$ cat config.mk
export PLATFORM = sky130hd
export DESIGN_NAME = lzw_byte_drain
export DESIGN_NICKNAME = d
export VERILOG_FILES = /design/src/rtl/lzw_pkg.sv /design/src/rtl/lzw_byte_fifo.sv /design/src/rtl/lzw_byte_drain.sv
export SDC_FILE = /design/constraint.sdc
export NUM_CORES = 1
export LEC_CHECK = 0
export ABC_AREA = 1
export CAP_MARGIN = 20
export CORE_MARGIN = 3
export CORE_UTILIZATION = 43
export CTS_CLUSTER_DIAMETER = 150
export DETAILED_ROUTE_END_ITERATION = 10
export HOLD_SLACK_MARGIN = 0.03
export PLACE_DENSITY_LB_ADDON = 0.1
export SLEW_MARGIN = 5
export SYNTH_ARGS = -nofsm -noshare
export SYNTH_HDL_FRONTEND = slang
export SYNTH_SLANG_ARGS = --single-unit
$ cat constraint.sdc
create_clock -name clk -period 3.8 [get_ports clk]
set_input_delay 1.14 -clock clk [delete_from_list [all_inputs] [get_ports clk]]
set_output_delay 1.14 -clock clk [all_outputs]
set_load 0.005 [all_outputs]
$ cat src/rtl/lzw_pkg.sv
// Shared LZW definitions: byte width, drain FSM states and drain FIFO entry.
package lzw_pkg;

  localparam int BYTE_W = 8;

  typedef enum logic [1:0] {
    RUN,
    FLUSH,
    LAST,
    DRAIN
  } drain_state_t;

  typedef struct packed {
    logic              last;
    logic [BYTE_W-1:0] data;
  } drain_entry_t;

endpackage

$ cat src/rtl/lzw_byte_fifo.sv
// Small synchronous FIFO with full/empty flags derived from a registered occupancy count.
module lzw_byte_fifo #(
  parameter int DEPTH = 8,
  parameter int W     = 9
) (
  input  logic         clk,
  input  logic         rst_n,
  input  logic         push_i,
  input  logic [W-1:0] push_data_i,
  input  logic         pop_i,
  output logic         full_o,
  output logic         empty_o,
  output logic [W-1:0] head_o
);

  localparam int AW = $clog2(DEPTH);
  localparam int CW = AW + 1;

  logic [W-1:0]  mem_q [DEPTH];
  logic [AW-1:0] wr_ptr_q, rd_ptr_q;
  logic [CW-1:0] count_q, count_d;
  logic          do_push, do_pop;

  // Flags come only from the registered count, so a pop never frees a slot in the same cycle.
  assign full_o  = (count_q == CW'(DEPTH));
  assign empty_o = (count_q == '0);
  assign head_o  = mem_q[rd_ptr_q];
  assign do_push = push_i && !full_o;
  assign do_pop  = pop_i && !empty_o;

  // Occupancy update; simultaneous push and pop leave it unchanged.
  always_comb begin
    count_d = count_q;
    case ({do_push, do_pop})
      2'b10:   count_d = count_q + CW'(1);
      2'b01:   count_d = count_q - CW'(1);
      default: count_d = count_q;
    endcase
  end

  // Pointer and count registers; pointers wrap naturally since DEPTH is a power of two.
  always_ff @(posedge clk or negedge rst_n) begin
    if (!rst_n) begin
      wr_ptr_q <= '0;
      rd_ptr_q <= '0;
      count_q  <= '0;
    end else begin
      count_q <= count_d;
      if (do_push) wr_ptr_q <= wr_ptr_q + AW'(1);
      if (do_pop)  rd_ptr_q <= rd_ptr_q + AW'(1);
    end
  end

  // Storage array, data only, no reset needed.
  always_ff @(posedge clk) begin
    if (do_push) mem_q[wr_ptr_q] <= push_data_i;
  end

endmodule

$ cat src/rtl/lzw_byte_drain.sv
// Byte drain behind the LZW packing register: pulls bytes with read_data, delays each
// through a hold register so the final one can be tagged last, and buffers them in a FIFO
// towards a valid/ready sink. Optional byte counter: define LZW_DRAIN_STATS_EN.
module lzw_byte_drain
  import lzw_pkg::*;
#(
  parameter int DEPTH = 8,
  parameter int CNT_W = 24
) (
  input  logic              clk,
  input  logic              rst_n,
  input  logic              valid_dcnt,
  input  logic              tc_outreg,
  input  logic [BYTE_W-1:0] lzw_byte,
  input  logic              wr_busy,
  input  logic              eos,
  output logic              read_data,
  output logic [BYTE_W-1:0] out_byte,
  output logic              out_valid,
  output logic              out_last,
  input  logic              out_ready,
  output logic              done
`ifdef LZW_DRAIN_STATS_EN
  ,
  output logic [CNT_W-1:0]  byte_count
`endif
);

  drain_state_t      state_q, state_d;
  logic              hold_v_q, hold_v_d;
  logic [BYTE_W-1:0] hold_b_q, hold_b_d;
  logic              cap, flush_rd, room;
  logic              push, pop, fifo_full, fifo_empty;
  drain_entry_t      push_entry, head;

  // Capture needs somewhere for the current hold to go if one is pending.
  assign room = !hold_v_q || !fifo_full;

  // Next-state, capture strobe, hold update and FIFO push.
  always_comb begin
    state_d    = state_q;
    hold_v_d   = hold_v_q;
    hold_b_d   = hold_b_q;
    cap        = 1'b0;
    flush_rd   = 1'b0;
    push       = 1'b0;
    push_entry = '0;
    done       = 1'b0;
    case (state_q)
      RUN: begin
        cap = valid_dcnt && !wr_busy && room;
        if (eos) state_d = FLUSH;
      end
      FLUSH: begin
        if (!wr_busy) begin
          if (valid_dcnt) begin
            cap = room;
          end else if (!tc_outreg) begin
            // Partial-byte flush; waits for room so the pending hold is never dropped.
            if (room) begin
              flush_rd = 1'b1;
              state_d  = LAST;
            end
          end else if (hold_v_q) begin
            state_d = LAST;
          end else begin
            state_d = DRAIN;
          end
        end
      end
      LAST: begin
        if (!fifo_full) begin
          push       = 1'b1;
          push_entry = '{last: 1'b1, data: hold_b_q};
          hold_v_d   = 1'b0;
          state_d    = DRAIN;
        end
      end
      DRAIN: begin
        if (fifo_empty) begin
          done    = 1'b1;
          state_d = RUN;
        end
      end
      default: state_d = RUN;
    endcase
    read_data = cap || flush_rd;
    if (read_data) begin
      hold_b_d = lzw_byte;
      hold_v_d = 1'b1;
      if (hold_v_q) begin
        push       = 1'b1;
        push_entry = '{last: 1'b0, data: hold_b_q};
      end
    end
  end

  // FSM state and hold register.
  always_ff @(posedge clk or negedge rst_n) begin
    if (!rst_n) begin
      state_q  <= RUN;
      hold_v_q <= 1'b0;
      hold_b_q <= '0;
    end else begin
      state_q  <= state_d;
      hold_v_q <= hold_v_d;
      hold_b_q <= hold_b_d;
    end
  end

  lzw_byte_fifo #(
    .DEPTH (DEPTH),
    .W     ($bits(drain_entry_t))
  ) u_fifo (
    .clk         (clk),
    .rst_n       (rst_n),
    .push_i      (push),
    .push_data_i (push_entry),
    .pop_i       (pop),
    .full_o      (fifo_full),
    .empty_o     (fifo_empty),
    .head_o      (head)
  );

  // Head is masked while empty so the outputs read zero out of reset.
  assign out_valid = !fifo_empty;
  assign out_byte  = fifo_empty ? '0 : head.data;
  assign out_last  = fifo_empty ? 1'b0 : head.last;
  assign pop       = out_valid && out_ready;

`ifdef LZW_DRAIN_STATS_EN
  logic [CNT_W-1:0] byte_count_q;

  // Saturating count of accepted bytes, cleared at end of each stream.
  always_ff @(posedge clk or negedge rst_n) begin
    if (!rst_n) begin
      byte_count_q <= '0;
    end else if (done) begin
      byte_count_q <= '0;
    end else if (pop && (byte_count_q != '1)) begin
      byte_count_q <= byte_count_q + CNT_W'(1);
    end
  end

  assign byte_count = byte_count_q;
`endif

endmodule

==> reports/metrics.cfg, run 1 <==
[setup_path]
regToRegEndpoint=u_fifo.count_q[2]
cpPeakStageDelay_ns=0.49
critPathArrivalTime_ns=2.56
path_delay_family=buffers and inverters
crit_chain=clkdlybuf4s50_1 -> inv_1 -> nand2_1 -> a21oi_2 -> o21ai_2 -> inv_2 -> clkdlybuf4s50_1
crit_slowest_cell=clkdlybuf4s50_1
crit_buf_inv=4
cp_data_required_time_ns=2.66
crit_start=tc_outreg
path_depth=7
crit_path_start_kind=input pin
crit_top_cell=clkdlybuf4s50_1
reg2reg_slack_ns=1.13
worstSetupEndpoint=read_data
end_kind=output pin
r2r-start=u_fifo.count_q[0]
r2r_cells=12
critPathMaxFanout=3
criticalPathCategory=in -> out

[clocking]
cts.clk_slew.worst_paths_ns=0.09
cts_hold_buf=0
clock_path_buffers=2
cts_made_buffers=9
clk_latency_ns=0.36
root_buffer=clkbuf_8
cts_tree=yes
numClockSinks=93
cts-resized-gates=0
cts_setup_buffers=0
htree_levels=3

[grt]
grt_max_degree=25
overflow=0
antenna_found_initial=0
grt_first_pass_wirelength_mm=14.4
grt_pass1_vias=2734
grt.total_usage_pct=17.0

[logic_synthesis]
async_flop_share_pct=22.6
yosys_warnings=0
synth_cells=393
synth_common_cells=86 x nor2_1, 72 x edfxtp_1, 72 x o21ai_0
yosysSeqAreaShare_pct=64.7
postSynthAreaPerCell_um2=10.6
ys.flop_type=edfxtp_1
yosysTopAreaCell=edfxtp_1
synth_edf_count=72
yosysUniqueCellTypes=30
yosys_register_bits=93
synth_area_um2=4150
synth.most_common_cell=nor2_1
synth_top_area_share_pct=52.1
synth_nets=418
synth.area.top_cells=edfxtp_1 52%, dfrtp_1 13%, o21ai_0 8.7%

[floorplanning]
rows=35
die_h_um=104
die_w_um=104
die-area_um2=10900
initial_core_util_pct=44.5
ioPinCount=27
core_area_um2=9330

[pwr]
ir_drop_mv=0.303
p_sw_share_pct=39.6
internal_power_mw=2.34
seq_power_share_pct=40.4
netSwitchingPower_mw=1.53
powerDensity_nw_per_um2=808
leakage_nw=1.85
p_comb_share_pct=43.5
p_clk_share_pct=16.2

[status]
status=finished, final reports clean

[route]
postRouteAntennaNets=0
wl_per_cell_um=15.5
routed_via_density=4.89
firstDrtPassIters=4
drt_wl_total_mm=8.78
vias=2762
drc=0
first_iter_violations=233

[layout]
antenna_cells=0
fin_nets=456
area_growth_pct=15.4
drive_gt1_share_pct=11.5

[timing]
setup_tns_ns=0
slew_headroom_pct=60.7
post-route-period-util_pct=97.3
fmax_mhz=270
clock_skew_ns=0.0143
hold_ws_ns=0.532
fin_ws_ns=0.102
hold_violations=0
worst_slew_pin_slew_ns=0.588
setup_viol=0
rsz0062_at_grt=no
finalCriticalPeriod_ns=3.70
slew_violations=0

[flow_run]
maxCapViolations=0

[placement]
io_buffers=26
dpl.hpwl_mm=5.75
gp_congestion=0.752
place_ws_ns=0.0817

[worst_hold_path]
min_path_type=reg -> reg

## cell families after synthesis
| family | Yosys count | synth area share, % |
|---|---|---|
| compound gates | 82 | 10.2 |
| fa+ha+maj | 10 | 3.01 |
| simple gates | 154 | 15.7 |
| xor+xnor | 5 | 1.05 |
| buf+inv | 49 | 5.36 |
| flops | 93 | 64.7 |
## sequential cells by signal, indices dropped and copies added (netlist names)
signal	count
hold_b_q	8
hold_v_q	1
state_q	2
u_fifo.count_q	4
u_fifo.mem_q	72
u_fifo.rd_ptr_q	3
u_fifo.wr_ptr_q	3
## worst register-to-register path, delay by kind of cell (launching register included)
| family | cells | cell delay (ns) |
|---|---|---|
| AOI/OAI and AO/OA | 2 | 0.18 |
| xor gates and xnor gates | 1 | 0.16 |
| adders and majority gates | 2 | 0.43 |
| buffers and inverters | 2 | 0.17 |
| DFF | 1 | 0.44 |
| and+or+nand+nor | 5 | 1.22 |
## through the flow
step / instance area (µm²) / util (%) / power (mW) / instances
after floorplan: 4150 / - / 2.66 / 393
after global routing: 4790 / 51.4 / 4.20 / 565
after CTS: 4790 / 51.4 / 3.91 / 565
after detailed placement: 4610 / 49.4 / 3.29 / 549
final: 4790 / 51.4 / 3.87 / 565
after global placement: 4610 / 49.4 / 3.26 / 549
## worst min-delay path by stage
stage / start / to / slack (ns) / cells after the start
detailed placement: u_fifo.count_q[2] / u_fifo.count_q[2] / 0.51 / 2
floorplan: u_fifo.count_q[2] / u_fifo.count_q[2] / 0.47 / 2
finish: u_fifo.count_q[2] / u_fifo.count_q[2] / 0.53 / 2
CTS: u_fifo.count_q[2] / u_fifo.count_q[2] / 0.53 / 2
global placement: u_fifo.count_q[2] / u_fifo.count_q[2] / 0.50 / 2
global route: u_fifo.count_q[3] / u_fifo.count_q[3] / 0.58 / 2
## routing by layer
layer  GRT usage (%)  vias up  routed length (µm)
li1                -     1400                   -
met1            24.0     1291                4130
met2            27.4       61                4070
met3            2.23       10                 483
met4            5.41        0                  90
met5               0        -                   0
## cell usage in the layout, fill, tap and decap left out, types with 2 or more instances in the layout
cell type	count
edfxtp_1	72
o21ai_0	72
nand3_2	2
xor2_1	4
clkbuf_8	10
dfrtp_1	20
clkinvlp_4	2
nand4_1	3
nand3_1	14
clkdlybuf4s50_1	26
nor2_1	86
nor2_2	8
inv_1	29
inv_6	2
ha_1	10
inv_2	2
o21ai_1	5
nand2_1	39
buf_4	17
## final cells by class
class / instances / area [µm²]
inverters: 33 / 126
fillers: 867 / 4540
flip-flops and latches: 93 / 2690
repair buffers: 43 / 388
multi-input cells: 251 / 1240
well taps: 129 / 161
clock inverters: 5 / 43.8
clock buffers: 11 / 141
## power groups by stage
stage / clock [mW] / sequential [mW] / combinational (mW)
final: 0.626 / 1.56 / 1.68
after global routing: 0.689 / 1.59 / 1.92
after CTS: 0.639 / 1.56 / 1.71
after detailed placement: 0 / 1.58 / 1.71
after global placement: 0 / 1.58 / 1.69
after floorplan: 0 / 1.52 / 1.14
No activity file was read; power rests on OpenSTA's default activity.
==> inputs of run 2 (changes only) <==
CELL_PAD_IN_SITES_DETAIL_PLACEMENT = 0   (was not set)
CELL_PAD_IN_SITES_GLOBAL_PLACEMENT = 1   (was not set)
CORE_MARGIN = 1   (was 3)
==> run 2 against run 1 <==
Worst hold slack better by 0.0010 ns. Utilization is 0.71 points higher. Design area is 0.91% higher. Critical path type unchanged. Largest power group unchanged.
==> reports/metrics.cfg, run 2 (synthesis results as in run 1) <==
[grt]
grt_use_met1_pct=27.4
antenna_found_initial=0
grt_max_degree=39
grt_first_pass_wirelength_mm=14.0
grt_pass1_vias=2722
overflow=0
grt.busiest_layer=met2
grt_use_met2_pct=28.5
grt.total_usage_pct=18.8
use_met3_pct=2.72

[layout]
layout_commonest_cell=nor2_1
top_register=u_fifo.mem_q
fillers=877
antenna_cells=0
reg_top3=u_fifo.mem_q (72), hold_b_q (8), u_fifo.count_q (4)
fin_nets=456
final_area_um2=4840
drive_gt1_share_pct=11.2
area_growth_pct=16.5
largest_reg_flops=72
finish.utilization_pct=52.1
final_cell_mix=86 x nor2_1, 72 x o21ai_0, 72 x edfxtp_1

[status]
status=finished, final reports clean

[timing]
slew_headroom_pct=59.1
post-route-period-util_pct=97.7
clock_skew_ns=0.0119
setup_viol=0
rsz0062_at_grt=no
finalCriticalPeriod_ns=3.71
hold_ws_ns=0.533
slew_violations=0
setup_tns_ns=0
hold_violations=0
worst_slew_pin_slew_ns=0.612
fmax_mhz=269

[placement]
dpl_cell_area_um2=4590
gp_congestion=0.722
io_buffers=26
dpl.hpwl_mm=5.43

[setup_path]
end_kind=output pin
crit_buf_inv=4
crit_slowest_cell=clkdlybuf4s50_1
critPathArrivalTime_ns=2.57
crit_chain=clkdlybuf4s50_1 -> inv_1 -> o21ai_0 -> a21oi_4 -> o21ai_2 -> inv_2 -> clkdlybuf4s50_1
crit_top_cell=clkdlybuf4s50_1
crit_path_start_kind=input pin
cpPeakStageDelay_ns=0.49
cp_data_required_time_ns=2.66
path_delay_family=buffers and inverters
criticalPathCategory=in -> out
reg2reg_slack_ns=1.00
critPathMaxFanout=3

[floorplanning]
ioPinCount=27
initial_core_util_pct=44.7
die_h_um=100
die-area_um2=10100
core_area_um2=9280
rows=35
die_w_um=100

[clocking]
clock_path_buffers=2
htree_levels=3
cts.clk_slew.worst_paths_ns=0.09
clk_latency_ns=0.35
root_buffer=clkbuf_8
cts_hold_buf=0
cts_tree=yes
numClockSinks=93
cts_made_buffers=9

[route]
drt_wl_total_mm=8.50
postRouteAntennaNets=0
routed_via_density=4.92
vias=2780
wl_per_cell_um=15.0
first_iter_violations=153
drc=0
firstDrtPassIters=4

[pwr]
leakage_nw=1.87
powerDensity_nw_per_um2=808
power_mw=3.91
ir_drop_mv=0.300

[flow_run]
maxCapViolations=0

[worst_hold_path]
min_path_type=reg -> reg

run 2: cell count changes in the layout (fill, tap and decap cells not counted):
| cell | change |
|---|---|
| buf_6 | +1 |
| clkinv_4 | +1 |
| dfrtp_2 | -1 |
| buf_4 | -2 |
| inv_8 | -1 |
| buf_16 | +1 |
| dfrtp_1 | +1 |
| bufinv_16 | +1 |
| a21oi_4 | +1 |
| clkbuf_8 | -1 |
| a21oi_2 | -1 |
run 2: power breakdown:
| part | total, mW | internal, mW | switching [mW] |
|---|---|---|---|
| combinational | 1.70 | 0.649 | 1.05 |
| clock | 0.660 | 0.310 | 0.349 |
| sequential | 1.55 | 1.43 | 0.123 |
run 2: tightest hold or removal path, stage by stage, from the launching register on:
cell	delay [ns]
dfrtp_1	0.40
nand2_1	0.07
nand2_1	0.04
run 2: layer usage:
metal | vias to the layer above | routed length (µm)
li1 | 1399 | -
met1 | 1332 | 4280
met2 | 41 | 3820
met3 | 8 | 296
met4 | 0 | 103
met5 | - | 0
run 2: layout make-up:
class / instances / area (µm²) / area share, %
clock inverters: 6 / 71.3 / 1.47
multi-input cells: 251 / 1250 / 25.8
well taps: 129 / 161 / 3.34
inverters: 33 / 126 / 2.61
flip-flops and latches: 93 / 2690 / 55.6
repair buffers: 43 / 412 / 8.51
clock buffers: 10 / 128 / 2.64
run 2: path summary, 6_finish.rpt:
| path | to | depth (start not counted) | startpoint |
|---|---|---|---|
| min in group asynchronous | state_q[0] | 1 | rst_n |
| max in group asynchronous | hold_b_q[1] | 2 | rst_n |
| worst min-delay path | u_fifo.count_q[3] | 2 | u_fifo.count_q[3] |
| worst max-delay path | read_data | 7 | wr_busy |
| worst min register to register | u_fifo.count_q[3] | 2 | u_fifo.count_q[3] |
| worst max register to register | u_fifo.count_q[2] | 16 | state_q[0] |
run 2: repair_timing:
action / in CTS / in global routing
setup endpoints to repair: 0 / 2
gates resized for setup: 0 / 2
setup buffers: 0 / 1
run 2: per-stage QoR:
step	cells	setup slack, ns
final	565	0.0878
after CTS	563	0.0699
after detailed placement	547	0.0764
after global placement	547	0.0674
after floorplan	393	0.904
after global routing	565	0.00387
==> inputs of run 3 (changes only) <==
HOLD_SLACK_MARGIN = not set   (was 0.03)
REMOVE_ABC_BUFFERS = 1   (was not set)
==> run 3 against run 2 <==
Largest power group unchanged. Cell count shrank 0.18%. Die area did not move. Clock skew fell by 0.0075 ns. Highest routed layer unchanged. Register-to-register slack improved by 0.17 ns. Critical path depth unchanged. Routed wire length fell by 0.84%.
==> reports/metrics.cfg, run 3 (synthesis results as in run 1) <==
[clocking]
root_buffer=clkbuf_8
cts_setup_buffers=0
cts-resized-gates=0
clk_latency_ns=0.35
htree_levels=3
clock_path_buffers=2
cts.clk_slew.worst_paths_ns=0.09
cts_tree=yes
cts_made_buffers=9
numClockSinks=93
cts_hold_buf=0

[floorplanning]
core_area_um2=9280
die-area_um2=10100
die_h_um=100
rows=35
die_w_um=100
initial_core_util_pct=44.7
ioPinCount=27

[timing]
slew_violations=0
finalCriticalPeriod_ns=3.66
hold_ws_ns=0.525
fmax_mhz=273
post-route-period-util_pct=96.3
hold_violations=0
worst_slew_pin_slew_ns=0.410
setup_tns_ns=0
clock_skew_ns=0.00434
rsz0062_at_grt=no
slew_headroom_pct=72.6
setup_viol=0

[route]
firstDrtPassIters=4
vias=2762
drc=0
first_iter_violations=157
wl_per_cell_um=14.9
routed_via_density=4.90
drt_wl_total_mm=8.43
postRouteAntennaNets=0

[setup_path]
critPathMaxFanout=3
regToRegEndpoint=u_fifo.count_q[2]
worstSetupEndpoint=read_data
criticalPathCategory=in -> out
crit_path_start_kind=input pin
critPathArrivalTime_ns=2.52
crit_start=tc_outreg
reg2reg_slack_ns=1.17
r2r_cells=15
r2r-start=state_q[1]
cp_data_required_time_ns=2.66
end_kind=output pin

[layout]
fillers=890
final_cell_mix=86 x nor2_1, 72 x o21ai_0, 72 x edfxtp_1
fin_nets=455
largest_reg_flops=72
top_register=u_fifo.mem_q
area_growth_pct=15.7
reg_top3=u_fifo.mem_q (72), hold_b_q (8), u_fifo.count_q (4)
drive_gt1_share_pct=11.0
finish.utilization_pct=51.8
antenna_cells=0
layout.cells.non_filler=564
layout_commonest_cell=nor2_1

[grt]
antenna_found_initial=0
grt_max_degree=39
grt.total_usage_pct=18.6
overflow=0
grt_first_pass_wirelength_mm=13.7
grt_pass1_vias=2586

[placement]
io_buffers=26
dp.cells=547
dpl.hpwl_mm=5.36
gp_congestion=0.779

[flow_run]
maxCapViolations=0

[pwr]
internal_power_mw=2.38
powerDensity_nw_per_um2=807
p_clk_share_pct=17.0
seq_power_share_pct=39.7
leakage_nw=1.86
p_sw_share_pct=38.6
p_comb_share_pct=43.3
netSwitchingPower_mw=1.50
ir_drop_mv=0.350

[worst_hold_path]
min_path_type=reg -> reg

[status]
status=finished, final reports clean

run 3: layer usage:
layer  vias up  global-route usage [%]  wire, µm
li1       1396                       -         -
met4         0                    6.35        84
met1      1330                    24.3      4000
met3         6                    3.55       170
met5         -                       0         0
met2        30                    31.0      4170
run 3: final cells by class:
cell class / count / area (µm²) / area share, %
inverter: 33 / 126 / 2.63
clock inverter: 7 / 75.1 / 1.56
multi-input combinational: 251 / 1240 / 25.9
sequential: 93 / 2690 / 55.9
timing repair buffer: 42 / 388 / 8.07
clock buffer: 9 / 124 / 2.58
tap: 129 / 161 / 3.36
run 3: stage by stage:
step           setup slack, ns  cell area, µm²  total power, mW
6_report                 0.139            4800             3.88
5_1_grt                 0.0408            4800             4.20
4_1_cts                  0.119            4790             3.92
3_5_place_dp             0.124            4590             3.26
3_3_place_gp             0.129            4590             3.24
2_1_floorplan            0.991            4060             2.57
run 3: power by group through the flow:
stage               logic [mW]  clock network (mW)  registers (mW)
floorplan                0.961                   0            1.60
global placement          1.68                   0            1.56
detailed placement        1.70                   0            1.56
CTS                       1.71               0.678            1.54
global route              1.91               0.721            1.56
finish                    1.68               0.659            1.54
run 3: how the worst min path moves through the flow:
| stage | start | end | depth (start not counted) |
|---|---|---|---|
| floorplan | u_fifo.count_q[2] | u_fifo.count_q[2] | 2 |
| global placement | u_fifo.count_q[3] | u_fifo.count_q[3] | 2 |
| detailed placement | u_fifo.count_q[3] | u_fifo.count_q[3] | 2 |
| CTS | u_fifo.count_q[3] | u_fifo.count_q[3] | 2 |
| global route | u_fifo.count_q[2] | u_fifo.count_q[2] | 2 |
| finish | u_fifo.count_q[3] | u_fifo.count_q[3] | 2 |
run 3: worst max-delay path, cell delays in order:
cell and delay (ns):
clkdlybuf4s50_1 0.42, inv_1 0.06, nand2_1 0.07, a21oi_2 0.21, o21ai_2 0.08, inv_2 0.06, clkdlybuf4s50_1 0.49
